--- config.mk ---
export PLATFORM = sky130hd
export DESIGN_NAME = rs_issue_queue_flat
export DESIGN_NICKNAME = d
export VERILOG_FILES = /design/src/rtl/rs_issue_queue_if.sv /design/src/rtl/rs_issue_queue.sv /design/src/flat_wrapper.sv
export SDC_FILE = /design/constraint.sdc
export NUM_CORES = 2
export LEC_CHECK = 0
export BUFFER_PORTS_ARGS = -buffer_cell sky130_fd_sc_hd__clkbuf_2
export CORE_MARGIN = 2
export CORE_UTILIZATION = 40
export DETAILED_ROUTE_END_ITERATION = 16
export PLACE_DENSITY_LB_ADDON = 0.12
export SKIP_LAST_GASP = 1
export SYNTH_ARGS = -nofsm -noshare
export SYNTH_HDL_FRONTEND = slang
export SYNTH_SLANG_ARGS = --single-unit
--- constraint.sdc ---
create_clock -name i_clock -period 64.4 [get_ports i_clock]
set_clock_uncertainty 0.15 [all_clocks]
set_input_delay 12.88 -clock i_clock [delete_from_list [all_inputs] [get_ports i_clock]]
set_output_delay 12.88 -clock i_clock [all_outputs]
set_load 0.05 [all_outputs]
--- src/rtl/rs_issue_queue_if.sv ---
// rtl/rs_issue_queue_if.sv - dispatch, CDB, selector and issue signal bundle for rs_issue_queue
// RS_FREE_CNT_EN adds the free_cnt status output.
interface rs_issue_queue_if #(
  parameter int RS_SIZE   = 16,
  parameter int XLEN      = 32,
  parameter int TAG_W     = 6,
  parameter int CDB_W     = 2,
  parameter int PAYLOAD_W = 32
);
  logic                      squash;
  logic                      disp_valid;
  logic [XLEN-1:0]           disp_pc;
  logic [TAG_W-1:0]          disp_dest;
  logic [TAG_W-1:0]          disp_src1;
  logic [TAG_W-1:0]          disp_src2;
  logic                      disp_rdy1;
  logic                      disp_rdy2;
  logic [PAYLOAD_W-1:0]      disp_payload;
  logic [CDB_W-1:0]          cdb_valid;
  logic [CDB_W*TAG_W-1:0]    cdb_tag;
  logic                      issue_stall;
  logic [RS_SIZE-1:0]        sel_req;
  logic [RS_SIZE*XLEN-1:0]   sel_pc;
  logic                      sel_en;
  logic [RS_SIZE-1:0]        sel_gnt;
  logic                      rs_full;
  logic                      issue_valid;
  logic [XLEN-1:0]           issue_pc;
  logic [TAG_W-1:0]          issue_dest;
  logic [PAYLOAD_W-1:0]      issue_payload;
`ifdef RS_FREE_CNT_EN
  logic [$clog2(RS_SIZE+1)-1:0] free_cnt;

  modport master (
    output squash, disp_valid, disp_pc, disp_dest, disp_src1, disp_src2,
           disp_rdy1, disp_rdy2, disp_payload, cdb_valid, cdb_tag,
           issue_stall, sel_gnt,
    input  sel_req, sel_pc, sel_en, rs_full, issue_valid, issue_pc,
           issue_dest, issue_payload, free_cnt
  );

  modport slave (
    input  squash, disp_valid, disp_pc, disp_dest, disp_src1, disp_src2,
           disp_rdy1, disp_rdy2, disp_payload, cdb_valid, cdb_tag,
           issue_stall, sel_gnt,
    output sel_req, sel_pc, sel_en, rs_full, issue_valid, issue_pc,
           issue_dest, issue_payload, free_cnt
  );
`else
  modport master (
    output squash, disp_valid, disp_pc, disp_dest, disp_src1, disp_src2,
           disp_rdy1, disp_rdy2, disp_payload, cdb_valid, cdb_tag,
           issue_stall, sel_gnt,
    input  sel_req, sel_pc, sel_en, rs_full, issue_valid, issue_pc,
           issue_dest, issue_payload
  );

  modport slave (
    input  squash, disp_valid, disp_pc, disp_dest, disp_src1, disp_src2,
           disp_rdy1, disp_rdy2, disp_payload, cdb_valid, cdb_tag,
           issue_stall, sel_gnt,
    output sel_req, sel_pc, sel_en, rs_full, issue_valid, issue_pc,
           issue_dest, issue_payload
  );
`endif
endinterface

--- src/rtl/rs_issue_queue.sv ---
// rtl/rs_issue_queue.sv - 16-entry reservation station with CDB wakeup feeding an oldest-PC selector
// RS_FREE_CNT_EN adds a registered free-entry counter.
module rs_issue_queue #(
  parameter int RS_SIZE   = 16,
  parameter int XLEN      = 32,
  parameter int TAG_W     = 6,
  parameter int CDB_W     = 2,
  parameter int PAYLOAD_W = 32
) (
  input  logic             i_clock,
  input  logic             i_reset,
  rs_issue_queue_if.slave  bus
);
  localparam int IDX_W = $clog2(RS_SIZE);

  logic [RS_SIZE-1:0]   r_valid;
  logic [RS_SIZE-1:0]   r_rdy1;
  logic [RS_SIZE-1:0]   r_rdy2;
  logic [XLEN-1:0]      r_pc      [RS_SIZE];
  logic [TAG_W-1:0]     r_dest    [RS_SIZE];
  logic [TAG_W-1:0]     r_src1    [RS_SIZE];
  logic [TAG_W-1:0]     r_src2    [RS_SIZE];
  logic [PAYLOAD_W-1:0] r_payload [RS_SIZE];

  logic                 r_issue_valid;
  logic [XLEN-1:0]      r_issue_pc;
  logic [TAG_W-1:0]     r_issue_dest;
  logic [PAYLOAD_W-1:0] r_issue_payload;

  logic [RS_SIZE-1:0]      w_req;
  logic                    w_sel_en;
  logic                    w_full;
  logic [RS_SIZE-1:0]      w_gnt_ok;
  logic                    w_gnt_any;
  logic [IDX_W-1:0]        w_gnt_idx;
  logic [RS_SIZE-1:0]      w_alloc_oh;
  logic                    w_do_alloc;
  logic [RS_SIZE-1:0]      w_wake1;
  logic [RS_SIZE-1:0]      w_wake2;
  logic                    w_d_rdy1;
  logic                    w_d_rdy2;
  logic [RS_SIZE-1:0]      w_valid_nxt;
  logic [RS_SIZE*XLEN-1:0] w_sel_pc;

  function automatic logic f_cdb_hit(
    input logic [TAG_W-1:0]       tag,
    input logic [CDB_W-1:0]       cvalid,
    input logic [CDB_W*TAG_W-1:0] ctags
  );
    logic hit;
    hit = 1'b0;
    for (int k = 0; k < CDB_W; k++) begin
      if (cvalid[k] && (ctags[k*TAG_W +: TAG_W] == tag)) hit = 1'b1;
    end
    return hit;
  endfunction

  assign w_req      = r_valid & r_rdy1 & r_rdy2;
  assign w_sel_en   = ~bus.issue_stall & ~bus.squash;
  assign w_full     = &r_valid;
  // Grant bits on entries that are not requesting are ignored outright.
  assign w_gnt_ok   = bus.sel_gnt & w_req & {RS_SIZE{w_sel_en}};
  assign w_gnt_any  = |w_gnt_ok;
  assign w_do_alloc = bus.disp_valid & ~w_full & ~bus.squash;
  assign w_alloc_oh = ~r_valid & (r_valid + RS_SIZE'(1));

  assign w_d_rdy1 = bus.disp_rdy1 | (bus.disp_src1 == '0) |
                    f_cdb_hit(bus.disp_src1, bus.cdb_valid, bus.cdb_tag);
  assign w_d_rdy2 = bus.disp_rdy2 | (bus.disp_src2 == '0) |
                    f_cdb_hit(bus.disp_src2, bus.cdb_valid, bus.cdb_tag);

  always_comb begin
    w_gnt_idx = '0;
    for (int i = RS_SIZE - 1; i >= 0; i--) begin
      if (w_gnt_ok[i]) w_gnt_idx = IDX_W'(i);
    end
  end

  always_comb begin
    w_wake1 = '0;
    w_wake2 = '0;
    for (int i = 0; i < RS_SIZE; i++) begin
      w_wake1[i] = f_cdb_hit(r_src1[i], bus.cdb_valid, bus.cdb_tag);
      w_wake2[i] = f_cdb_hit(r_src2[i], bus.cdb_valid, bus.cdb_tag);
    end
  end

  // Allocation uses the pre-grant valid bits, so a slot freed this cycle stays unused until next cycle.
  always_comb begin
    w_valid_nxt = (r_valid & ~w_gnt_ok) | (w_do_alloc ? w_alloc_oh : '0);
    if (bus.squash) w_valid_nxt = '0;
  end

  always_comb begin
    w_sel_pc = '0;
    for (int i = 0; i < RS_SIZE; i++) begin
      w_sel_pc[i*XLEN +: XLEN] = r_valid[i] ? r_pc[i] : '0;
    end
  end

  always_ff @(posedge i_clock or posedge i_reset) begin
    if (i_reset) begin
      r_valid <= '0;
      r_rdy1  <= '0;
      r_rdy2  <= '0;
      for (int i = 0; i < RS_SIZE; i++) begin
        r_pc[i]      <= '0;
        r_dest[i]    <= '0;
        r_src1[i]    <= '0;
        r_src2[i]    <= '0;
        r_payload[i] <= '0;
      end
    end else begin
      r_valid <= w_valid_nxt;
      r_rdy1  <= r_rdy1 | w_wake1;
      r_rdy2  <= r_rdy2 | w_wake2;
      for (int i = 0; i < RS_SIZE; i++) begin
        if (w_do_alloc && w_alloc_oh[i]) begin
          r_pc[i]      <= bus.disp_pc;
          r_dest[i]    <= bus.disp_dest;
          r_src1[i]    <= bus.disp_src1;
          r_src2[i]    <= bus.disp_src2;
          r_payload[i] <= bus.disp_payload;
          r_rdy1[i]    <= w_d_rdy1;
          r_rdy2[i]    <= w_d_rdy2;
        end
      end
    end
  end

  // A stalled issue register holds its packet; otherwise it takes the winner or goes empty.
  always_ff @(posedge i_clock or posedge i_reset) begin
    if (i_reset) begin
      r_issue_valid   <= 1'b0;
      r_issue_pc      <= '0;
      r_issue_dest    <= '0;
      r_issue_payload <= '0;
    end else if (bus.squash) begin
      r_issue_valid <= 1'b0;
    end else if (w_gnt_any) begin
      r_issue_valid   <= 1'b1;
      r_issue_pc      <= r_pc[w_gnt_idx];
      r_issue_dest    <= r_dest[w_gnt_idx];
      r_issue_payload <= r_payload[w_gnt_idx];
    end else if (!bus.issue_stall) begin
      r_issue_valid <= 1'b0;
    end
  end

  assign bus.sel_req       = w_req;
  assign bus.sel_pc        = w_sel_pc;
  assign bus.sel_en        = w_sel_en;
  assign bus.rs_full       = w_full;
  assign bus.issue_valid   = r_issue_valid;
  assign bus.issue_pc      = r_issue_pc;
  assign bus.issue_dest    = r_issue_dest;
  assign bus.issue_payload = r_issue_payload;

`ifdef RS_FREE_CNT_EN
  localparam int CNT_W = $clog2(RS_SIZE + 1);

  logic [CNT_W-1:0] r_free_cnt;
  logic [CNT_W-1:0] w_free_nxt;

  always_comb begin
    w_free_nxt = '0;
    for (int i = 0; i < RS_SIZE; i++) begin
      if (!w_valid_nxt[i]) w_free_nxt = w_free_nxt + CNT_W'(1);
    end
  end

  always_ff @(posedge i_clock or posedge i_reset) begin
    if (i_reset) r_free_cnt <= CNT_W'(RS_SIZE);
    else         r_free_cnt <= w_free_nxt;
  end

  assign bus.free_cnt = r_free_cnt;
`endif

`ifndef SYNTHESIS
  always_ff @(posedge i_clock) begin
    if (!i_reset) begin
      assert ($countones(bus.sel_gnt & w_req) <= 1)
        else $error("rs_issue_queue: more than one requesting entry granted");
    end
  end
`endif
endmodule
--- src/flat_wrapper.sv ---
// flat-port wrapper written by rule: the top's interface ports become plain ports
module rs_issue_queue_flat 
#(
  parameter int RS_SIZE   = 16,
  parameter int XLEN      = 32,
  parameter int TAG_W     = 6,
  parameter int CDB_W     = 2,
  parameter int PAYLOAD_W = 32
)
  (i_clock, i_reset, bus_squash, bus_disp_valid, bus_disp_pc, bus_disp_dest, bus_disp_src1, bus_disp_src2, bus_disp_rdy1, bus_disp_rdy2, bus_disp_payload, bus_cdb_valid, bus_cdb_tag, bus_issue_stall, bus_sel_gnt, bus_sel_req, bus_sel_pc, bus_sel_en, bus_rs_full, bus_issue_valid, bus_issue_pc, bus_issue_dest, bus_issue_payload);
  rs_issue_queue_if #(.RS_SIZE(RS_SIZE), .XLEN(XLEN), .TAG_W(TAG_W), .CDB_W(CDB_W), .PAYLOAD_W(PAYLOAD_W)) bus_i ();
  input  logic i_clock;
  input  logic i_reset;
  input wire logic [$bits(bus_i.squash)-1:0] bus_squash;
  input wire logic [$bits(bus_i.disp_valid)-1:0] bus_disp_valid;
  input wire logic [$bits(bus_i.disp_pc)-1:0] bus_disp_pc;
  input wire logic [$bits(bus_i.disp_dest)-1:0] bus_disp_dest;
  input wire logic [$bits(bus_i.disp_src1)-1:0] bus_disp_src1;
  input wire logic [$bits(bus_i.disp_src2)-1:0] bus_disp_src2;
  input wire logic [$bits(bus_i.disp_rdy1)-1:0] bus_disp_rdy1;
  input wire logic [$bits(bus_i.disp_rdy2)-1:0] bus_disp_rdy2;
  input wire logic [$bits(bus_i.disp_payload)-1:0] bus_disp_payload;
  input wire logic [$bits(bus_i.cdb_valid)-1:0] bus_cdb_valid;
  input wire logic [$bits(bus_i.cdb_tag)-1:0] bus_cdb_tag;
  input wire logic [$bits(bus_i.issue_stall)-1:0] bus_issue_stall;
  input wire logic [$bits(bus_i.sel_gnt)-1:0] bus_sel_gnt;
  output wire logic [$bits(bus_i.sel_req)-1:0] bus_sel_req;
  output wire logic [$bits(bus_i.sel_pc)-1:0] bus_sel_pc;
  output wire logic [$bits(bus_i.sel_en)-1:0] bus_sel_en;
  output wire logic [$bits(bus_i.rs_full)-1:0] bus_rs_full;
  output wire logic [$bits(bus_i.issue_valid)-1:0] bus_issue_valid;
  output wire logic [$bits(bus_i.issue_pc)-1:0] bus_issue_pc;
  output wire logic [$bits(bus_i.issue_dest)-1:0] bus_issue_dest;
  output wire logic [$bits(bus_i.issue_payload)-1:0] bus_issue_payload;
  assign bus_i.squash = bus_squash;
  assign bus_i.disp_valid = bus_disp_valid;
  assign bus_i.disp_pc = bus_disp_pc;
  assign bus_i.disp_dest = bus_disp_dest;
  assign bus_i.disp_src1 = bus_disp_src1;
  assign bus_i.disp_src2 = bus_disp_src2;
  assign bus_i.disp_rdy1 = bus_disp_rdy1;
  assign bus_i.disp_rdy2 = bus_disp_rdy2;
  assign bus_i.disp_payload = bus_disp_payload;
  assign bus_i.cdb_valid = bus_cdb_valid;
  assign bus_i.cdb_tag = bus_cdb_tag;
  assign bus_i.issue_stall = bus_issue_stall;
  assign bus_i.sel_gnt = bus_sel_gnt;
  assign bus_sel_req = bus_i.sel_req;
  assign bus_sel_pc = bus_i.sel_pc;
  assign bus_sel_en = bus_i.sel_en;
  assign bus_rs_full = bus_i.rs_full;
  assign bus_issue_valid = bus_i.issue_valid;
  assign bus_issue_pc = bus_i.issue_pc;
  assign bus_issue_dest = bus_i.issue_dest;
  assign bus_issue_payload = bus_i.issue_payload;
  rs_issue_queue #(.RS_SIZE(RS_SIZE), .XLEN(XLEN), .TAG_W(TAG_W), .CDB_W(CDB_W), .PAYLOAD_W(PAYLOAD_W)) u_core (.i_clock(i_clock), .i_reset(i_reset), .bus(bus_i));
endmodule
==> results.json <==
{
  "status": "complete, no violations",
  "synthTopCellsByCount": "1431 x dfrtp_1, 1205 x mux2_2, 819 x nand2_1",
  "crit_fanout": 23,
  "final_area_um2": 81600,
  "totalWireLength_um": 282000,
  "antenna_found_initial": 43,
  "worstPathCellList": "clkbuf_2 -> nor2_4 -> clkbuf_2",
  "first_global_vias": 53000,
  "dr.first_iter.drc_count": 4572,
  "drive_gt1_frac": 0.348,
  "first_pass_iters": 5,
  "post_cts_buffers": 0,
  "ys_async_sr_fraction": 1.00,
  "cts_max_level": 4,
  "die_w_um": 425,
  "cts_tree": "built",
  "cts_hold_buf": 0,
  "tns_ns": 0,
  "grt_max_degree": 176,
  "place.gp.congestion": 0.904,
  "power_leakage_nw": 38.5,
  "insertion_delay_ns": 0.83,
  "hold_violations": 0,
  "min_path_type": "reg2reg",
  "finalCritPeriodShare": 0.421,
  "cp_common_cell": "clkbuf_2",
  "placementRows": 154,
  "cts_buffers": 167,
  "rsz0062_at_grt": "false",
  "synth_edf_count": 0,
  "yosysWarnings": 0,
  "portBuffers": 719,
  "placed_cell_area_um2": 76100,
  "ant_nets": 0,
  "slowest_stage": "nor2_4",
  "relSlewSlack": 0.205,
  "tightest_slew_ns": 1.19,
  "grt_pass1_wl_um": 401000,
  "synth.avg_cell_area_um2": 11.3,
  "dp_hpwl_um": 169000,
  "clockRootBuffer": "clkbuf_16",
  "cp-start-kind": "input port",
  "die_h_um": 425,
  "synthFlopType": "dfrtp_1",
  "ctsLongestPathBuffers": 3,
  "slew_viol_final": 0,
  "period_needed_ns": 27.11,
  "yosys.area.top_type": "dfrtp_1",
  "maxCapViolCount": 0,
  "powerDensity_nw_per_um2": 28.0,
  "start_util": 0.403,
  "via_count": 53100,
  "avgRoutedWirePerCell_um": 30.7,
  "synth.distinct_cells": 63,
  "synth_top_cell_area_share": 0.505,
  "cts_sinks": 1431,
  "synth.cell_area_um2": 70900,
  "peakVddDrop_mv": 0.0239,
  "finalSetupViolations": 0,
  "core_um2": 176000,
  "die-area_um2": 181000,
  "fmax_mhz": 36.9,
  "path_class": "in2out",
  "critPathCaptureType": "output port",
  "ys_seq_area_frac": 0.505,
  "synthCells": 6274,
  "cts_resized": 0,
  "ios": 720,
  "syn-num-nets": 6393,
  "clkSlewWorstSetupHoldPaths_ns": 0.06,
  "grt_usage": 0.307,
  "synth.area.top_cells": "dfrtp_1 51%, mux2_2 19%, and2_1 4.5%",
  "crit_arrival_ns": 14.08,
  "yosysMostFrequentCell": "dfrtp_1",
  "ys_ff_latch": 1431,
  "area_growth_pct": 15.2,
  "required_ns": 51.37,
  "via_per_inst": 5.77,
  "fin_nets": 6844,
  "grt_overflow": 0,
  "drc": 0,
  "max_stage_delay_ns": 0.55
}
==> sequential cells by signal, summed over array words and instances, names as in the netlist, 6 cells and up <==
register / count
u_core.r_rdy2: 16
u_core.r_payload: 512
u_core.bus.issue_dest: 6
u_core.r_dest: 96
u_core.bus.issue_payload: 32
u_core.bus.issue_pc: 32
u_core.r_src2: 96
u_core.r_valid: 16
u_core.r_pc: 512
u_core.r_src1: 96
u_core.r_rdy1: 16
==> logic make-up after synthesis <==
logic type / after synthesis / share of synthesized area
DFF: 1431 / 0.505
muxes: 1445 / 0.226
and+or+nand+nor: 1812 / 0.126
AOI/OAI and AO/OA: 620 / 0.0562
xor gates and xnor gates: 408 / 0.0504
buffers and inverters: 558 / 0.0362
==> path summary, 6_finish.rpt <==
check                                      start                           to  slack [ns]  cells past startpoint
max                              bus_issue_stall                   bus_sel_en       37.29                      3
min                        u_core.r_payload[140]        u_core.r_payload[140]        0.33                      2
max reg2reg                    u_core.r_valid[0]  u_core.bus.issue_payload[7]       58.03                     13
min reg2reg                u_core.r_payload[140]        u_core.r_payload[140]        0.33                      2
max in group asynchronous                i_reset            u_core.r_dest[90]       48.85                      5
min in group asynchronous                i_reset             u_core.r_pc[112]       11.98                      2
==> routing by layer <==
layer / global-route usage / part of all wire / wire, µm
met3: 0.0557 / 0.065 / 18500
met1: 0.398 / 0.41 / 116000
met2: 0.493 / 0.47 / 132000
met5: 0 / 0.00033 / 93
met4: 0.155 / 0.055 / 15600
==> cell usage in the layout (no fill, tap or decap), drive strengths merged, types with 69 or more instances in the layout <==
master,Yosys,layout
a21oi,179,179
a22o,69,69
a31oi,69,69
and2,515,515
buf,224,117
clkbuf,330,965
dfrtp,1431,1431
mux2,1230,1230
mux2i,215,215
nand2,822,822
nand3,160,160
nand4,73,73
nor2,94,94
nor4,98,98
o21ai,142,142
o22ai,70,70
o41ai,70,70
xnor2,204,204
xor2,204,204
==> metrics by stage <==
step                      std cells  utilization  setup WS [ns]  power (mW)  hold slack [ns]
final                          9212        0.464          37.29        2.29            0.328
after global routing           9210        0.464          37.24        2.37            0.346
after CTS                      9198        0.463          37.27        2.31            0.327
after detailed placement       8896        0.432          37.27        1.34            0.313
after global placement         8896        0.432          37.27        1.33            0.309
after floorplan                6274            -          11.01        1.23            0.296
==> worst max-delay path, delay by kind of cell <==
| kind | cells | cell delay, ns |
|---|---|---|
| buf+inv | 2 | 0.62 |
| simple gates | 1 | 0.55 |
==> area by class of cell <==
| class | instances | area, µm² |
|---|---|---|
| multi-input cells | 4285 | 32700 |
| fillers | 16700 | 94500 |
| flip-flops and latches | 1431 | 35800 |
| clock inverters | 56 | 649 |
| inverters | 4 | 22.5 |
| diodes | 14 | 35.0 |
| repair buffers | 836 | 4580 |
| well taps | 2340 | 2930 |
| clock buffers | 246 | 4900 |
==> where the power goes <==
part	switching, mW	internal, mW
Combinational	0.216	0.0904
Sequential	0.0523	0.963
Clock	0.402	0.565
Note: power is estimated with default switching activity, not from simulation.
